--- src/rtl/fpu_pkg.sv ---
// Shared FPU constants and helpers: exponent widths, shift-direction encoding
// and the largest finite biased exponent.
package fpu_pkg;

    localparam int unsigned EXP_W_SP = 8;
    localparam int unsigned EXP_W_DP = 11;

    localparam logic LR_RIGHT = 1'b0;
    localparam logic LR_LEFT  = 1'b1;

    typedef enum logic {
        ShiftRight = 1'b0,
        ShiftLeft  = 1'b1
    } shift_dir_e;

    // All-ones is the Inf/NaN exponent, so the largest finite value is one below it.
    function automatic int unsigned exp_max(input int unsigned e_w);
        return (32'd1 << e_w) - 32'd2;
    endfunction

endpackage

--- src/rtl/exp_adj_stage.sv ---
// Generic valid/ready register slice: accepts when empty or when downstream
// drains in the same cycle; payload registers load only on an upstream transfer.
module exp_adj_stage #(
    parameter int unsigned W = 8
) (
    input  logic         clk,
    input  logic         rst_n,
    input  logic         up_valid,
    output logic         up_ready,
    input  logic [W-1:0] up_data,
    output logic         dn_valid,
    input  logic         dn_ready,
    output logic [W-1:0] dn_data
);

    logic         valid_q, valid_d;
    logic [W-1:0] data_q;
    logic         up_xfer;

    assign up_ready = ~valid_q | dn_ready;
    assign up_xfer  = up_valid & up_ready;
    assign dn_valid = valid_q;
    assign dn_data  = data_q;

    always_comb begin
        valid_d = valid_q;
        if (up_xfer) begin
            valid_d = 1'b1;
        end else if (dn_ready) begin
            valid_d = 1'b0;
        end
    end

    always_ff @(posedge clk or negedge rst_n) begin
        if (!rst_n) begin
            valid_q <= 1'b0;
            data_q  <= '0;
        end else begin
            valid_q <= valid_d;
            if (up_xfer) begin
                data_q <= up_data;
            end
        end
    end

endmodule

--- src/rtl/exp_adjust_pipe.sv ---
// Pipelined exponent adjust: biased exponent +/- shift count with overflow and
// underflow flags. Define EXP_ADJ_SAT_EN to saturate out_exp on ovf/unf.
module exp_adjust_pipe
    import fpu_pkg::*;
#(
    parameter int unsigned E_W   = EXP_W_SP,
    parameter int unsigned SH_W  = 5,
    parameter int unsigned PIPE  = 2,
    parameter int unsigned TAG_W = 4
) (
    input  logic             clk,
    input  logic             rst_n,
    input  logic             in_valid,
    output logic             in_ready,
    input  logic             in_lr_bar,
    input  logic [SH_W-1:0]  in_shift,
    input  logic [E_W-1:0]   in_exp,
    input  logic [TAG_W-1:0] in_tag,
    output logic             out_valid,
    input  logic             out_ready,
    output logic [E_W-1:0]   out_exp,
    output logic             out_ovf,
    output logic             out_unf,
    output logic [TAG_W-1:0] out_tag
);

    // Sum carries one magnitude bit above the exponent plus a sign bit.
    localparam int unsigned S_W = E_W + 2;
    localparam int unsigned R_W = E_W + 2;
    localparam int unsigned PW  = TAG_W + E_W + 2;
    localparam logic [S_W-1:0] EXP_MAX_S = S_W'(exp_max(E_W));

    logic [S_W-1:0] shift_ext;
    logic [S_W-1:0] sum;
    logic [PW-1:0]  out_data;

    assign shift_ext = S_W'(in_shift);

    always_comb begin
        if (in_lr_bar == LR_LEFT) begin
            sum = {2'b00, in_exp} + ~shift_ext + S_W'(1);
        end else begin
            sum = {2'b00, in_exp} + shift_ext;
        end
    end

    // Returns {ovf, unf, exp} for a raw signed sum.
    function automatic logic [R_W-1:0] resolve(input logic [S_W-1:0] s);
        logic           ovf;
        logic           unf;
        logic [E_W-1:0] e;
        ovf = ~s[S_W-1] & (s > EXP_MAX_S);
        unf = s[S_W-1] | (s == '0);
        e   = s[E_W-1:0];
`ifdef EXP_ADJ_SAT_EN
        if (ovf) begin
            e = '1;
        end else if (unf) begin
            e = '0;
        end
`endif
        return {ovf, unf, e};
    endfunction

    if (PIPE == 1) begin : gen_pipe1
        exp_adj_stage #(
            .W(PW)
        ) u_stage (
            .clk      (clk),
            .rst_n    (rst_n),
            .up_valid (in_valid),
            .up_ready (in_ready),
            .up_data  ({in_tag, resolve(sum)}),
            .dn_valid (out_valid),
            .dn_ready (out_ready),
            .dn_data  (out_data)
        );
    end else begin : gen_pipe2
        logic          s1_valid;
        logic          s1_ready;
        logic [PW-1:0] s1_data;

        // Stage 1 holds {tag, raw sum}; stage 2 resolves flags and exponent.
        exp_adj_stage #(
            .W(PW)
        ) u_stage1 (
            .clk      (clk),
            .rst_n    (rst_n),
            .up_valid (in_valid),
            .up_ready (in_ready),
            .up_data  ({in_tag, sum}),
            .dn_valid (s1_valid),
            .dn_ready (s1_ready),
            .dn_data  (s1_data)
        );

        exp_adj_stage #(
            .W(PW)
        ) u_stage2 (
            .clk      (clk),
            .rst_n    (rst_n),
            .up_valid (s1_valid),
            .up_ready (s1_ready),
            .up_data  ({s1_data[PW-1 -: TAG_W], resolve(s1_data[S_W-1:0])}),
            .dn_valid (out_valid),
            .dn_ready (out_ready),
            .dn_data  (out_data)
        );
    end

    assign {out_tag, out_ovf, out_unf, out_exp} = out_data;

endmodule
--- config.mk ---
export PLATFORM = sky130hd
export DESIGN_NAME = exp_adjust_pipe
export DESIGN_NICKNAME = d
export VERILOG_FILES = /design/src/rtl/fpu_pkg.sv /design/src/rtl/exp_adj_stage.sv /design/src/rtl/exp_adjust_pipe.sv
export SDC_FILE = /design/constraint.sdc
export NUM_CORES = 1
export LEC_CHECK = 0
export BUFFER_PORTS_ARGS = -buffer_cell sky130_fd_sc_hd__buf_2
export CORE_UTILIZATION = 58
export DETAILED_ROUTE_END_ITERATION = 7
export PLACE_DENSITY = 0.85
export REMOVE_ABC_BUFFERS = 1
export SETUP_SLACK_MARGIN = 0.3
export SYNTH_ARGS = -nofsm -noshare
export SYNTH_HDL_FRONTEND = slang
export SYNTH_SLANG_ARGS = --single-unit
--- constraint.sdc ---
create_clock -name clk -period 2.8 [get_ports clk]
set_input_delay 0.14 -clock clk [delete_from_list [all_inputs] [get_ports clk]]
set_output_delay 0.14 -clock clk [all_outputs]
set_load 0.02 [all_outputs]
Word level (Yosys, flattened, before mapping)
Index checks and enable logic that the tools add are counted.

Add/subtract/negate cells: 3. $lt $le $gt $ge: 1. Muxes and demuxes: 5. Bitwise logic cells: 10. Reduce and logical (&&, ||, !) cells: 3.

Operator list (number): adder 10 x 1 -> 10 bit (second input constant) (1); adder 8 x 10 -> 10 bit (1); greater-than comparator 10 x 8 -> 1 bit (second input constant) (1); zero test 10 bit (1); 2-to-1 mux 10 bit (1); inverter 5 -> 10 bit (1); adder 8 x 5 -> 9 bit (1); 2-to-1 mux 1 bit (4); nonzero test 2 bit (2); bitwise AND 1 bit (3); inverter 1 bit (3); bitwise OR 1 bit (3).

Register bits after elaboration: 30. Output and inout bits: 16. Word-level logic and storage cells: 26.

Logic depth before layout (Yosys ltp)
Depth after elaboration: 5. Mapped depth: 8. Gate-level depth less buffers: 8.

Cells and area by module
From an unflattened synthesis, not the netlist that was laid out.

Cells, all modules: 144. Area total of the unflattened synthesis: 1829.3 µm².

Modules (own cells, without submodules): exp_adj_stage (instances 2, cells an instance 33, area each 623.1 µm², seq. area each 375.4 µm²); exp_adjust_pipe (instances 1, cells an instance 78, area each 583.1 µm², seq. area each 0.0 µm²).

Worst setup path before layout
Ideal clock, no wire load.

Path type: in2reg. Start: in in_shift[2]. End: reg gen_pipe2.u_stage1.data_q[7], in the netlist gen_pipe2.u_stage1.dn_data[7]. Setup time: 0.124 ns. Arrival time: 1.640 ns. Data required time: 2.676 ns. Setup slack: 1.036 ns. Cell stages on the path: 7. Cell sequence: inv_1 -> ha_1 -> nor2_1 -> a221o_1 -> a31o_1 -> mux2_4 -> a211o_1.

Cells in the longest elaborated chain, start to end: 4.

RTL lines: from (decl) (RTL line exp_adjust_pipe.sv:16) `input logic [SH_W-1:0] in_shift,`; inverter 5 -> 10 bit (RTL line exp_adjust_pipe.sv:41) `sum = {2'b00, in_exp} + ~shift_ext + S_W'(1);`; adder 8 x 10 -> 10 bit (RTL line exp_adjust_pipe.sv:41); adder 10 x 1 -> 10 bit (RTL line exp_adjust_pipe.sv:41); 2-to-1 mux 10 bit * (RTL line exp_adjust_pipe.sv:40) `if (in_lr_bar == LR_LEFT) begin`; to (signal assigned) (RTL line exp_adj_stage.sv:41) `data_q <= up_data;`; to (decl) (RTL line exp_adj_stage.sv:17) `logic [W-1:0] data_q;`.

Mark *: on every way between the ends. The rest lies on a longest branch, timed or not. A chain may end at the register's enable or synchronous reset.

Worst setup path in the final report
Start: reg gen_pipe2.u_stage2.valid_q, in the netlist gen_pipe2.u_stage2.dn_valid. End: reg gen_pipe2.u_stage1.data_q[6], in the netlist gen_pipe2.u_stage1.dn_data[6].

Cells in the longest elaborated chain, start to end: 4.

RTL lines: from (decl) (RTL line exp_adj_stage.sv:16) `logic valid_q, valid_d;`; from (signal assigned) (RTL line exp_adj_stage.sv:39) `valid_q <= valid_d;`; inverter 1 bit (RTL line exp_adj_stage.sv:20) `assign up_ready = ~valid_q | dn_ready;`; bitwise OR 1 bit (2 in a row) (RTL line exp_adj_stage.sv:20); bitwise AND 1 bit (RTL line exp_adj_stage.sv:21) `assign up_xfer = up_valid & up_ready;`.

Every way passes these cells.

==> metrics <==
Core Util, Final between 70% and 80%; Final Cycle Share between 60% and 70%; hold path endpoint gen_pipe2.u_stage1.dn_data[10]; Residual DRC 0; Tmin final about 1.8 ns; first-pass GRT wire length 5930 µm; Slew headroom between 50% and 60%; Resized Gates After CTS 0; critical path required time 3.03 ns; asr flop ratio synth 100%; ANT cells 0; Avg Inst Size Synth between 10 and 15 µm²; starting DRC count in detailed routing 24; worst path arrival time around 2.0 ns; Post-Route Setup TNS 0 ns; FF-to-FF setup slack ~1 ns; Routed WL per cell approximately 15 µm; FILL cells 233; MaxCap Viol Count 0; drt total wl between 3000 and 4000 µm; Synth Flop Type dfrtp_1; Ports 38; Hold WC Path Type in2reg; Core Rows 19; Leak 0.984 nW; Worst-path clk slew 0.09 ns; DR vias around 1,400; final hold violation count 0; post-CTS setup repair buffer count 0; dpl hpwl between 2000 and 3000 µm; ANT nets after route 0; CORE AREA ~0.0028 mm²; Max Transition Viols Final 0; largest net degree at the start of global routing 31; gr ovfl total 0; TritonRoute pass-1 iters 4; slowest cell on the critical path nand2_1; worst-path maximum fanout 17; PortBufs 37; H-tree levels 2; flip-flop and latch area approximately 750 µm²; Synth Instances 163; gr usage total about a quarter; Starting Density between 60% and 70%; layout cells sized above 1 a little under a third; Clock Root Buffer clkbuf_4; Die Height around 56 µm; Netlist cell types a little over 40; peak supply drop roughly 0.53 mV; commonest non-fill, non-tap cell in the layout buf_2; power per cell area 604 mW/mm²; GP Congestion 0.836; CTS Sinks 30; Worst Hold Depth 2; Worst-Margin Slew approximately 0.66 ns; Layout Area Growth over Synthesis 16.0%; total CTS buffers 5; Max clock buf depth 2; Worst setup EP type flop; CTS tree built; Nets ~240; vias in the first global route 1,377; Skew-Pair Late Insertion Delay 0.33 ns; crit path launch type flop; worst-path cell chain nand3b_1 -> nand2_1 -> nor2_1 -> a32o_1 -> a211o_1; Worst R2R Start gen_pipe2.u_stage2.dn_valid; multi-input logic area 901 µm²; Design Power about 1.2 mW; fmax 556 MHz; Clock Skew between 0.004 and 0.005 ns; Die ar. 0.00317 mm²; Reg-to-Reg End gen_pipe2.u_stage1.dn_data[6]; initial antenna violation count 0; Worst Min Path Start in_tag[0]; Final setup viols 0; Post-synth EDFFs 0; Syn. warnings 0; unrepaired setup endpoints after global routing no; #FFs+latches synth 30; most frequent cells in the layout buf_2, dfrtp_1, mux2_2; register area share after synthesis ~44%; post-synthesis cell area 0.00171 mm²; status finished, final reports clean; Via density slightly below 6; CP max stage delay between 0.4 and 0.5 ns; kind of critical path reg2reg; length in cells of the worst reg-to-reg path 5; Die Span X between 50 and 60 µm
==> worst max-delay path, delay by kind of cell (launching register included) <==
family             cells  cell delay (ns)
AOI/OAI and AO/OA      2             0.54
and+or+nand+nor        3             0.77
DFF                    1             0.38
==> cell usage after synthesis, drive strengths merged, types with 2 or more instances <==
cell type | number | share of area [%]
nor2b | 3 | 1.1
o21a | 3 | 1.3
o211ai | 2 | 0.88
mux2i | 2 | 1.2
inv | 11 | 2.4
nand2 | 13 | 2.8
a21o | 2 | 0.88
nand3 | 3 | 0.88
dfrtp | 30 | 44
nor2 | 13 | 2.8
a21oi | 4 | 1.2
o31ai | 3 | 1.3
mux2 | 17 | 11
a32oi | 2 | 1.0
clkbuf | 4 | 0.88
o21ai | 8 | 2.3
nor3 | 4 | 1.2
fa | 2 | 2.3
a211oi | 2 | 0.88
a211o | 2 | 1.0
nand4 | 2 | 0.73
a31oi | 3 | 1.1
ha | 10 | 7.3
nand2b | 3 | 1.1
==> state kept, by name (all words and copies together), names as in the netlist <==
signal,cells
gen_pipe2.u_stage2.dn_data,14
gen_pipe2.u_stage2.dn_valid,1
gen_pipe2.u_stage1.dn_data,14
gen_pipe2.u_stage1.dn_valid,1
==> where the power goes <==
group / switching (mW) / internal, mW
combinational: 0.207 / 0.156
sequential: 0.0534 / 0.519
clock: 0.143 / 0.121
total: 0.403 / 0.797
==> layout make-up <==
type                       instances  area share (%)
clock buffer                       7            2.77
clock inverter                     1           0.252
inverter                          11            2.08
multi-input combinational        117            45.3
sequential                        30            37.8
tap                               31            1.95
timing repair buffer              38            9.82
==> worst max-delay path by stage <==
stage	slack (ns)	startpoint	to	cells after the start
2_1_floorplan	0.93	gen_pipe2.u_stage2.dn_valid	gen_pipe2.u_stage1.dn_data[6]	5
3_3_place_gp	0.89	in_shift[2]	gen_pipe2.u_stage1.dn_data[7]	8
3_5_place_dp	0.80	in_shift[2]	gen_pipe2.u_stage1.dn_data[7]	8
4_1_cts	1.02	gen_pipe2.u_stage2.dn_valid	gen_pipe2.u_stage1.dn_data[6]	5
5_1_grt	0.92	gen_pipe2.u_stage2.dn_valid	gen_pipe2.u_stage1.dn_data[6]	5
6_report	1.00	gen_pipe2.u_stage2.dn_valid	gen_pipe2.u_stage1.dn_data[6]	5
==> per-layer routing <==
metal	track usage [%]	part of all wire, %	wire (µm)	vias to the layer above
li1	-	-	-	664
met1	27.1	43	1470	664
met2	44.2	52	1780	48
met3	3.69	3.7	129	7
met4	16.4	2.1	72	0
met5	0	0	0	-
==> kinds of logic (layout without fill, tap and decap cells) <==
kind of cell               after synthesis  in the layout  synth area share [%]
AOI/OAI and AO/OA                       37             37                  16.3
DFF                                     30             30                  43.8
adders and majority gates               12             12                  9.64
xor gates and xnor gates                 1              1                 0.511
buffers and inverters                   16             57                  3.58
and+or+nand+nor                         48             48                  13.6
muxes                                   19             19                  12.6
==> repair_timing <==
item,4_1_cts,5_1_grt
hold buffers,1,0
setup endpoints to repair,0,0
hold endpoints to repair,30,0
==> stage by stage <==
step	hold slack [ns]	setup slack (ns)	std cells	area (µm²)
floorplan	-0.156	0.926	158	1690
global placement	0.176	0.889	226	1920
detailed placement	0.194	0.805	226	1920
CTS	0.0248	1.02	235	1990
global route	0.0239	0.915	235	1990
finish	0.0346	1.00	235	1990
(Power assumes the default switching activity.)
